==> config.mk <==
export PLATFORM = sky130hd
export DESIGN_NAME = alu_rr_scheduler_flat
export DESIGN_NICKNAME = d
export VERILOG_FILES = /design/src/rtl/alu_rr_scheduler_if.sv /design/src/rtl/alu_rr_scheduler.sv /design/src/flat_wrapper.sv
export SDC_FILE = /design/constraint.sdc
export NUM_CORES = 1
export LEC_CHECK = 0
export CELL_PAD_IN_SITES_DETAIL_PLACEMENT = 1
export CELL_PAD_IN_SITES_GLOBAL_PLACEMENT = 2
export CORE_MARGIN = 10
export CORE_UTILIZATION = 21
export CTS_CLUSTER_SIZE = 40
export DETAILED_ROUTE_END_ITERATION = 12
export GPL_ROUTABILITY_DRIVEN = 0
export GPL_TIMING_DRIVEN = 0
export PLACE_DENSITY = 0.84
export RECOVER_POWER = 25
export SYNTH_ARGS = -nofsm -noshare
export SYNTH_HDL_FRONTEND = slang
export SYNTH_SLANG_ARGS = --single-unit
==> constraint.sdc <==
create_clock -name clk -period 1.85 [get_ports clk]
set_input_delay 0.37 -clock clk [delete_from_list [all_inputs] [get_ports clk]]
set_output_delay 0.37 -clock clk [all_outputs]
set_load 0.005 [all_outputs]
==> src/rtl/alu_rr_scheduler_if.sv <==
// alu_rr_scheduler_if: requester-side handshake bundle for alu_rr_scheduler.
//   req_valid/req_ready   per-requester operation handshake (one-hot ready)
//   req_a/req_b/req_op    packed operands and opcode, requester i at [4i+3:4i] / [2i+1:2i]
//   rsp_valid/rsp_ready   per-requester response handshake (one-hot valid)
//   rsp_data              shared 5-bit signed result
//   rsp_drop              one-cycle pulse when a response is dropped on timeout
// Modports: master = requester side, slave = scheduler side.
interface alu_rr_scheduler_if #(
    parameter int unsigned NUM_REQ = 4
);
    logic [NUM_REQ-1:0]   req_valid;
    logic [NUM_REQ-1:0]   req_ready;
    logic [4*NUM_REQ-1:0] req_a;
    logic [4*NUM_REQ-1:0] req_b;
    logic [2*NUM_REQ-1:0] req_op;
    logic [NUM_REQ-1:0]   rsp_valid;
    logic [NUM_REQ-1:0]   rsp_ready;
    logic [4:0]           rsp_data;
    logic                 rsp_drop;

    modport master (
        output req_valid, req_a, req_b, req_op, rsp_ready,
        input  req_ready, rsp_valid, rsp_data, rsp_drop
    );

    modport slave (
        input  req_valid, req_a, req_b, req_op, rsp_ready,
        output req_ready, rsp_valid, rsp_data, rsp_drop
    );
endinterface

==> src/rtl/alu_rr_scheduler.sv <==
// alu_rr_scheduler: shares one registered 4-bit ALU between NUM_REQ requesters.
// One transaction in flight: IDLE -> ISSUE -> CAPT -> RESP -> IDLE, round-robin grant.
// Ports:
//   clk, rst        clock, asynchronous active-low reset
//   sif (slave)     requester handshakes, operands, response, drop pulse
//   alu_en          one-cycle ALU enable in ISSUE
//   alu_a/b/op      latched operands/opcode, held outside ISSUE
//   alu_c           registered ALU result, valid in CAPT
// Optional: define ALU_SCHED_TIMEOUT_EN to drop a response not accepted within
// RSP_TIMEOUT cycles of RESP entry; otherwise RESP waits forever and rsp_drop is 0.
module alu_rr_scheduler #(
    parameter int unsigned NUM_REQ     = 4,
    parameter int unsigned RSP_TIMEOUT = 15
) (
    input  logic               clk,
    input  logic               rst,
    alu_rr_scheduler_if.slave  sif,
    output logic               alu_en,
    output logic [3:0]         alu_a,
    output logic [3:0]         alu_b,
    output logic [1:0]         alu_op,
    input  logic [4:0]         alu_c
);
    localparam int unsigned GW = (NUM_REQ > 1) ? $clog2(NUM_REQ) : 1;

    typedef enum logic [1:0] {StIdle, StIssue, StCapt, StResp} state_e;

    state_e             state_q;
    logic [GW-1:0]      last_grant_q;
    logic [GW-1:0]      grant_q;
    logic [NUM_REQ-1:0] rsp_valid_q;
    logic [4:0]         rsp_data_q;

    logic               found;
    logic [GW-1:0]      gnt_idx;
    logic [GW-1:0]      scan_idx;
    logic [3:0]         sel_a;
    logic [3:0]         sel_b;
    logic [1:0]         sel_op;

    // Rotating search starting just after the last granted requester.
    always_comb begin
        found    = 1'b0;
        gnt_idx  = '0;
        scan_idx = '0;
        for (int unsigned i = 1; i <= NUM_REQ; i++) begin
            scan_idx = GW'((32'(last_grant_q) + i) % NUM_REQ);
            if (!found && sif.req_valid[scan_idx]) begin
                found   = 1'b1;
                gnt_idx = scan_idx;
            end
        end
    end

    always_comb begin
        sel_a  = '0;
        sel_b  = '0;
        sel_op = '0;
        for (int unsigned i = 0; i < NUM_REQ; i++) begin
            if (gnt_idx == GW'(i)) begin
                sel_a  = sif.req_a[4*i +: 4];
                sel_b  = sif.req_b[4*i +: 4];
                sel_op = sif.req_op[2*i +: 2];
            end
        end
    end

    // Gated by rst so nothing is offered while reset is held.
    assign sif.req_ready = (rst && (state_q == StIdle) && found) ?
                           (NUM_REQ'(1) << gnt_idx) : '0;
    assign sif.rsp_valid = rsp_valid_q;
    assign sif.rsp_data  = rsp_data_q;

`ifdef ALU_SCHED_TIMEOUT_EN
    localparam int unsigned CW = $clog2(RSP_TIMEOUT + 1);
    logic [CW-1:0] cnt_q;
    logic          drop_q;
    assign sif.rsp_drop = drop_q;
`else
    logic unused_timeout;
    assign unused_timeout = ^RSP_TIMEOUT;
    assign sif.rsp_drop   = 1'b0;
`endif

    always_ff @(posedge clk or negedge rst) begin
        if (!rst) begin
            state_q      <= StIdle;
            last_grant_q <= GW'(NUM_REQ - 1);
            grant_q      <= '0;
            alu_en       <= 1'b0;
            alu_a        <= '0;
            alu_b        <= '0;
            alu_op       <= '0;
            rsp_valid_q  <= '0;
            rsp_data_q   <= '0;
`ifdef ALU_SCHED_TIMEOUT_EN
            cnt_q        <= '0;
            drop_q       <= 1'b0;
`endif
        end else begin
            alu_en <= 1'b0;
`ifdef ALU_SCHED_TIMEOUT_EN
            drop_q <= 1'b0;
`endif
            unique case (state_q)
                StIdle: begin
                    if (found) begin
                        alu_a   <= sel_a;
                        alu_b   <= sel_b;
                        alu_op  <= sel_op;
                        grant_q <= gnt_idx;
                        alu_en  <= 1'b1;
                        state_q <= StIssue;
                    end
                end
                StIssue: state_q <= StCapt;
                StCapt: begin
                    rsp_data_q  <= alu_c;
                    rsp_valid_q <= NUM_REQ'(1) << grant_q;
`ifdef ALU_SCHED_TIMEOUT_EN
                    cnt_q       <= '0;
`endif
                    state_q     <= StResp;
                end
                StResp: begin
                    if (sif.rsp_ready[grant_q]) begin
                        rsp_valid_q  <= '0;
                        last_grant_q <= grant_q;
                        state_q      <= StIdle;
                    end
`ifdef ALU_SCHED_TIMEOUT_EN
                    // Count would hit RSP_TIMEOUT at this edge: drop, so the pulse
                    // lands exactly RSP_TIMEOUT cycles after RESP entry.
                    else if (cnt_q == CW'(RSP_TIMEOUT - 1)) begin
                        rsp_valid_q  <= '0;
                        drop_q       <= 1'b1;
                        last_grant_q <= grant_q;
                        state_q      <= StIdle;
                    end else begin
                        cnt_q <= cnt_q + 1'b1;
                    end
`endif
                end
                default: state_q <= StIdle;
            endcase
        end
    end
endmodule
==> src/flat_wrapper.sv <==
// flat-port wrapper written by rule: the top's interface ports become plain ports
module alu_rr_scheduler_flat 
#(
    parameter int unsigned NUM_REQ     = 4,
    parameter int unsigned RSP_TIMEOUT = 15
)
  (clk, rst, alu_en, alu_a, alu_b, alu_op, alu_c, sif_req_valid, sif_req_a, sif_req_b, sif_req_op, sif_rsp_ready, sif_req_ready, sif_rsp_valid, sif_rsp_data, sif_rsp_drop);
  alu_rr_scheduler_if #(.NUM_REQ(NUM_REQ)) sif_i ();
  input  logic clk;
  input  logic rst;
  output logic alu_en;
  output logic [3:0] alu_a;
  output logic [3:0] alu_b;
  output logic [1:0] alu_op;
  input  logic [4:0] alu_c;
  input wire logic [$bits(sif_i.req_valid)-1:0] sif_req_valid;
  input wire logic [$bits(sif_i.req_a)-1:0] sif_req_a;
  input wire logic [$bits(sif_i.req_b)-1:0] sif_req_b;
  input wire logic [$bits(sif_i.req_op)-1:0] sif_req_op;
  input wire logic [$bits(sif_i.rsp_ready)-1:0] sif_rsp_ready;
  output wire logic [$bits(sif_i.req_ready)-1:0] sif_req_ready;
  output wire logic [$bits(sif_i.rsp_valid)-1:0] sif_rsp_valid;
  output wire logic [$bits(sif_i.rsp_data)-1:0] sif_rsp_data;
  output wire logic [$bits(sif_i.rsp_drop)-1:0] sif_rsp_drop;
  assign sif_i.req_valid = sif_req_valid;
  assign sif_i.req_a = sif_req_a;
  assign sif_i.req_b = sif_req_b;
  assign sif_i.req_op = sif_req_op;
  assign sif_i.rsp_ready = sif_rsp_ready;
  assign sif_req_ready = sif_i.req_ready;
  assign sif_rsp_valid = sif_i.rsp_valid;
  assign sif_rsp_data = sif_i.rsp_data;
  assign sif_rsp_drop = sif_i.rsp_drop;
  alu_rr_scheduler #(.NUM_REQ(NUM_REQ), .RSP_TIMEOUT(RSP_TIMEOUT)) u_core (.clk(clk), .rst(rst), .sif(sif_i), .alu_en(alu_en), .alu_a(alu_a), .alu_b(alu_b), .alu_op(alu_op), .alu_c(alu_c));
endmodule
# Yosys cells after proc, flatten, opt, wreduce, memory -nomap -nowiden

Cells that the tools add are included.

Order comparisons: 5
Shifts and indexed selects: 2
Equal/unequal tests: 8
Reduce and logical (&&, ||, !) cells: 15
$add $sub $neg: 4
Muxes and demuxes: 38

Operators with widths:

| operator                                              | count |
|---|---|
| 2-to-1 mux 4 bit                                      | 10 |
| 2-to-1 mux 2 bit                                      | 10 |
| < comparator 2 x 3 -> 1 bit, second input constant    | 5 |
| 2-to-1 mux 1 bit                                      | 11 |
| binary-select mux 1 bit (select 2 bit)                | 5 |
| equality test 2 bit, second input constant            | 4 |
| one-hot mux 2 bit (4 select lines)                    | 1 |
| one-hot mux 4 bit (2 select lines)                    | 1 |
| AND reduction 2 bit                                   | 4 |
| left shift 1 x 2 -> 4 bit, first input constant       | 2 |
| logical AND 1 bit                                     | 5 |
| adder 2 x 1 -> 2 bit, second input constant           | 2 |
| adder 2 bit, second input constant                    | 2 |
| equality test 2 x 1 -> 1 bit, second input constant   | 2 |
| logical NOT 2 bit                                     | 2 |
| inequality test 2 x 1 -> 1 bit, second input constant | 2 |
| logical NOT 1 bit                                     | 3 |
| nonzero test 2 bit                                    | 1 |

Word-level logic and storage cells: 81
Bits of input ports: 55
Register bits after elaboration: 26

# Logic depth before layout (Yosys ltp)

Depth after elaboration: 18
Mapped depth: 8

# Least setup slack after synthesis

No wires, ideal clock.

Path type: register to output
Start point: reg u_core.last_grant_q[1]
End point: out sif_req_ready[0]
Path slack: -135 ps
Required time: 1,480 ps
Arrival time: 1,615 ps
Cell stages (with the launch flop): 7
Cells stage by stage: dfstp_2 -> buf_6 -> mux2i_1 -> o2bb2ai_4 -> a21o_4 -> buf_4 -> nor3_1

Longest elaborated chain between the ends: 15

Ends and longest elaborated chain:

| element                                                        | line                                           | RTL |
|---|---|---|
| start, declared                                                | alu_rr_scheduler.sv:29                         | `logic [GW-1:0] last_grant_q;` |
| start signal, assigned                                         | alu_rr_scheduler.sv:88                         | `last_grant_q <= GW'(NUM_REQ - 1);` |
| start signal, assigned                                         | alu_rr_scheduler.sv:128                        | `last_grant_q <= grant_q;` |
| adder 2 x 1 -> 2 bit                                           | alu_rr_scheduler.sv:47                         | `scan_idx = GW'((32'(last_grant_q) + i) % NUM_REQ);` |
| binary-select mux 1 bit (select 2 bit)                         | alu_rr_scheduler.sv:48                         | `if (!found && sif.req_valid[scan_idx]) begin` |
| 2-to-1 mux 1 bit (not written as such)                         | alu_rr_scheduler.sv:48                         |  |
| 2-to-1 mux 1 bit                                               | alu_rr_scheduler.sv:48                         |  |
| logical NOT 1 bit                                              | alu_rr_scheduler.sv:48                         |  |
| logical AND 1 bit                                              | alu_rr_scheduler.sv:48                         |  |
| 2-to-1 mux 1 bit                                               | alu_rr_scheduler.sv:48                         |  |
| logical NOT 1 bit                                              | alu_rr_scheduler.sv:48                         |  |
| logical AND 1 bit                                              | alu_rr_scheduler.sv:48                         |  |
| 2-to-1 mux 1 bit                                               | alu_rr_scheduler.sv:48                         |  |
| logical NOT 1 bit                                              | alu_rr_scheduler.sv:48                         |  |
| logical AND 1 bit                                              | alu_rr_scheduler.sv:48                         |  |
| 2-to-1 mux 2 bit or 2-to-1 mux 1 bit (tied branches)           | alu_rr_scheduler.sv:48                         |  |
| left shift 1 x 2 -> 4 bit or logical AND 1 bit (tied branches) | alu_rr_scheduler.sv:70, alu_rr_scheduler.sv:69 |  |
| 2-to-1 mux 4 bit *                                             | alu_rr_scheduler.sv:69                         | `assign sif.req_ready = (rst && (state_q == StIdle) && found) ?` |
| end, declared                                                  | flat_wrapper.sv:21                             | `output wire logic [$bits(sif_i.req_ready)-1:0] sif_req_ready;` |

Every way passes the cells marked *; elsewhere a longest branch is shown, timed or not. The select of a mux whose other input is x is not followed.

# Worst setup path after layout

Start point: reg u_core.last_grant_q[1]
End point: out sif_req_ready[3]

The elaborated chain is that of the path after synthesis.

==> impl_metrics.toml <==
[clock_tree]
cts_tree = "built"
hold_buffers = 0
clk_path_buf_depth = 2
clock-sinks = 26
cts_htree_levels = 1
root_buffer = "clkbuf_8"
path_clk_slew_ns = 0.10
clock_latency_ns = 0.27
cts_made_buffers = 3

[placement]
dpl_cell_area_um2 = 2610
port_buffers = 77
dp_hpwl_mm = 4.82
place_inst = 346

[sta]
finalSetupTns_ns = -3.76
clock_skew_ns = 0.00428
rsz0062_at_grt = "yes"
setup_slack_ns = -0.435
slew_viol_final = 0
fmax_mhz = 438
maxSlewHeadroom_pct = 48.5
worstMarginPinSlew_ns = 0.772
setup_viol = 15
finalCriticalPeriod_ns = 2.29
finalHoldViolCount = 0
fin_crit_sh_pct = 124

[power]
p_int_mw = 2.76
net-switching-power_mw = 1.73
p_per_area_nw_per_um2 = 1420
pwr-share-seq_pct = 23.8
switching_share_pct = 38.5
power_frac_comb_pct = 65.3
p_leak_nw = 1.25
clockPowerShare_pct = 10.9
ir_drop_mv = 0.363

[global_route]
grtUsageTotal_pct = 10.6
grt_max_degree = 29
antenna_found_initial = 0
grt_pass1_vias = 1788
grt_pass1_wl_mm = 10.1
overflow = 0

[run]
maxCapViolCount = 0

[route]
drt_first_pass_iters = 4
drt-total-wl_mm = 6.90
vias = 1691
wire_per_inst_um = 18.6
drtIter0Drc = 40
drt_drc_violations_left = 0
routed_via_density = 4.56
ant_nets = 0

[synthesis]
yosys-top-cells-area = "dfrtp_1 36%, mux2i_1 8.9%, mux2_2 6.0%"
syn_area_um2 = 1690
synth_edf_count = 0
yosys_most_used_dff = "dfrtp_1"
yosysTopAreaCell = "dfrtp_1"
syn_nets = 225
syn_avg_cell_area_um2 = 10.1
ys_ff_latch = 26
yosys_warnings = 0
syn_inst = 167
yosysUniqueCellTypes = 37
synth_top_area_share_pct = 35.6
seq_area_frac_synth_pct = 38.7
synth-async-reset-ratio_pct = 100

[die]
row_count = 32
dieArea_um2 = 12000
core_area_um2 = 7770
io_pins = 80
die_h_um = 110
dieWidth_um = 110
initial_core_util_pct = 21.7

[critical_path]
r2r_setup_slack_ns = -0.29
start_kind = "flop"
cp.arrival_ns = 1.92
critical_path_class = "reg2out"
path_max_fanout = 5
worstRegToRegCells = 11
worst_ep_required_time_ns = 1.48
cp-end-kind = "primary output"

[worst_hold_path]
min_path_type = "in2async"

[finish]
antenna_cells = 0
fill_cells = 885
layout.cells.non_filler = 371
finalInstanceArea_um2 = 3150
multiInputGateArea_um2 = 1180
drive_above_1_share_pct = 32.3
regArea_um2 = 654
area_growth_pct = 86.9
nets = 328

[status]
status = "finished, violations left"
violations = "setup timing"
==> critical path, stage by stage (launching register included) <==
cell and delay [ns]:
dfstp_2 0.54, buf_6 0.12, buf_6 0.10, nand3b_1 0.13
a31oi_4 0.26, buf_6 0.14, nand3_4 0.07, nor2b_2 0.15
buf_2 0.12
==> through the flow <==
stage / power [mW] / utilization [%] / worst slack, ns / hold slack [ns]
after floorplan: 2.23 / - / -0.0239 / 0.0744
after detailed placement: 3.18 / 33.6 / -1.38 / 0.489
final: 4.48 / 40.6 / -0.435 / 0.249
after CTS: 4.14 / 38.0 / -0.412 / 0.266
after global routing: 4.78 / 40.6 / -0.517 / 0.290
after global placement: 3.10 / 33.6 / -1.34 / 0.471
==> cell usage in the layout, fill, tap and decap left out, drive strengths merged <==
cell type / n
a311oi: 7
nor2: 16
dfstp: 2
conb: 1
buf: 33
o2bb2ai: 1
nand3b: 1
a2111oi: 7
ha: 3
mux4: 1
mux2: 9
clkinv: 1
a32oi: 1
clkdlybuf4s50: 69
o32a: 1
nand2b: 2
a31oi: 4
a22o: 1
o21ai: 5
nor3: 1
dlygate4sd2: 3
o311ai: 2
mux2i: 15
nand2: 14
nand3: 5
dfrtp: 24
nor3b: 1
o41ai: 1
clkdlybuf4s15: 1
bufinv: 1
a211oi: 10
clkbuf: 7
inv: 12
a21o: 2
nor2b: 5
==> sequential cells by signal, indices dropped and copies added (netlist names) <==
name and cells:
u_core.alu_a 4, u_core.alu_b 4, u_core.alu_en 1, u_core.alu_op 2
u_core.grant_q 2, u_core.last_grant_q 2, u_core.sif.rsp_data 5, u_core.sif.rsp_valid 4
u_core.state_q 2
==> area by class of cell <==
cell class	count	share of cell area, %
Buffer	12	3.85
Clock buffer	3	1.31
Clock inverter	1	0.952
Inverter	13	1.59
Multi-Input combinational cell	116	37.3
Sequential cell	26	20.7
Tap cell	102	4.05
Timing Repair Buffer	98	30.2
==> power by group through the flow <==
stage / logic (mW) / registers, mW / clock network [mW]
floorplan: 1.17 / 1.06 / 0
global placement: 2.04 / 1.06 / 0
detailed placement: 2.10 / 1.08 / 0
CTS: 2.57 / 1.07 / 0.501
global route: 3.14 / 1.12 / 0.530
finish: 2.93 / 1.07 / 0.487
==> cell families (layout without fill, tap and decap cells) <==
| logic type | Yosys count | in the layout | synth area share [%] |
|---|---|---|---|
| DFF | 26 | 26 | 38.7 |
| adders and majority gates | 3 | 3 | 2.22 |
| buffers and inverters | 25 | 127 | 7.56 |
| and+or+nand+nor | 45 | 45 | 11.9 |
| AOI/OAI and AO/OA | 42 | 42 | 23.1 |
| other | 1 | 1 | 0.222 |
| muxes | 25 | 25 | 16.2 |
==> cells in the mapped netlist (4+ instances only) <==
cell	n
clkbuf_1	4
nand2_1	14
nor2_1	16
dfrtp_1	24
nand3_1	5
a2111oi_0	4
mux2i_1	15
nor2b_1	5
a211oi_1	10
a31oi_1	4
a311oi_1	7
mux2_2	9
inv_1	11
o21ai_0	5
==> what timing repair did <==
action                     CTS  global route
cloned                       0             1
setup endpoints to repair   19            18
resized for setup           59            28
buffers inserted            13             7
pin swaps                   15            16
==> worst paths after layout <==
check                                        from                      end
max in group asynchronous                     rst        u_core.grant_q[0]
min reg2reg                      u_core.alu_op[1]         u_core.alu_op[1]
max reg2reg                u_core.last_grant_q[1]          u_core.alu_b[1]
max                        u_core.last_grant_q[1]         sif_req_ready[3]
min                                           rst  u_core.sif.rsp_valid[3]
min in group clk                 u_core.alu_op[1]         u_core.alu_op[1]
==> per-layer routing <==
metal | vias to the layer above | share of wire [%] | GRT usage, %
met2 | 45 | 51 | 18.1
met1 | 831 | 42 | 13.5
met4 | 0 | 0.68 | 2.51
met5 | - | 0 | 0
li1 | 813 | - | -
met3 | 2 | 6.2 | 2.17
Note: power is estimated with default switching activity, not from simulation.
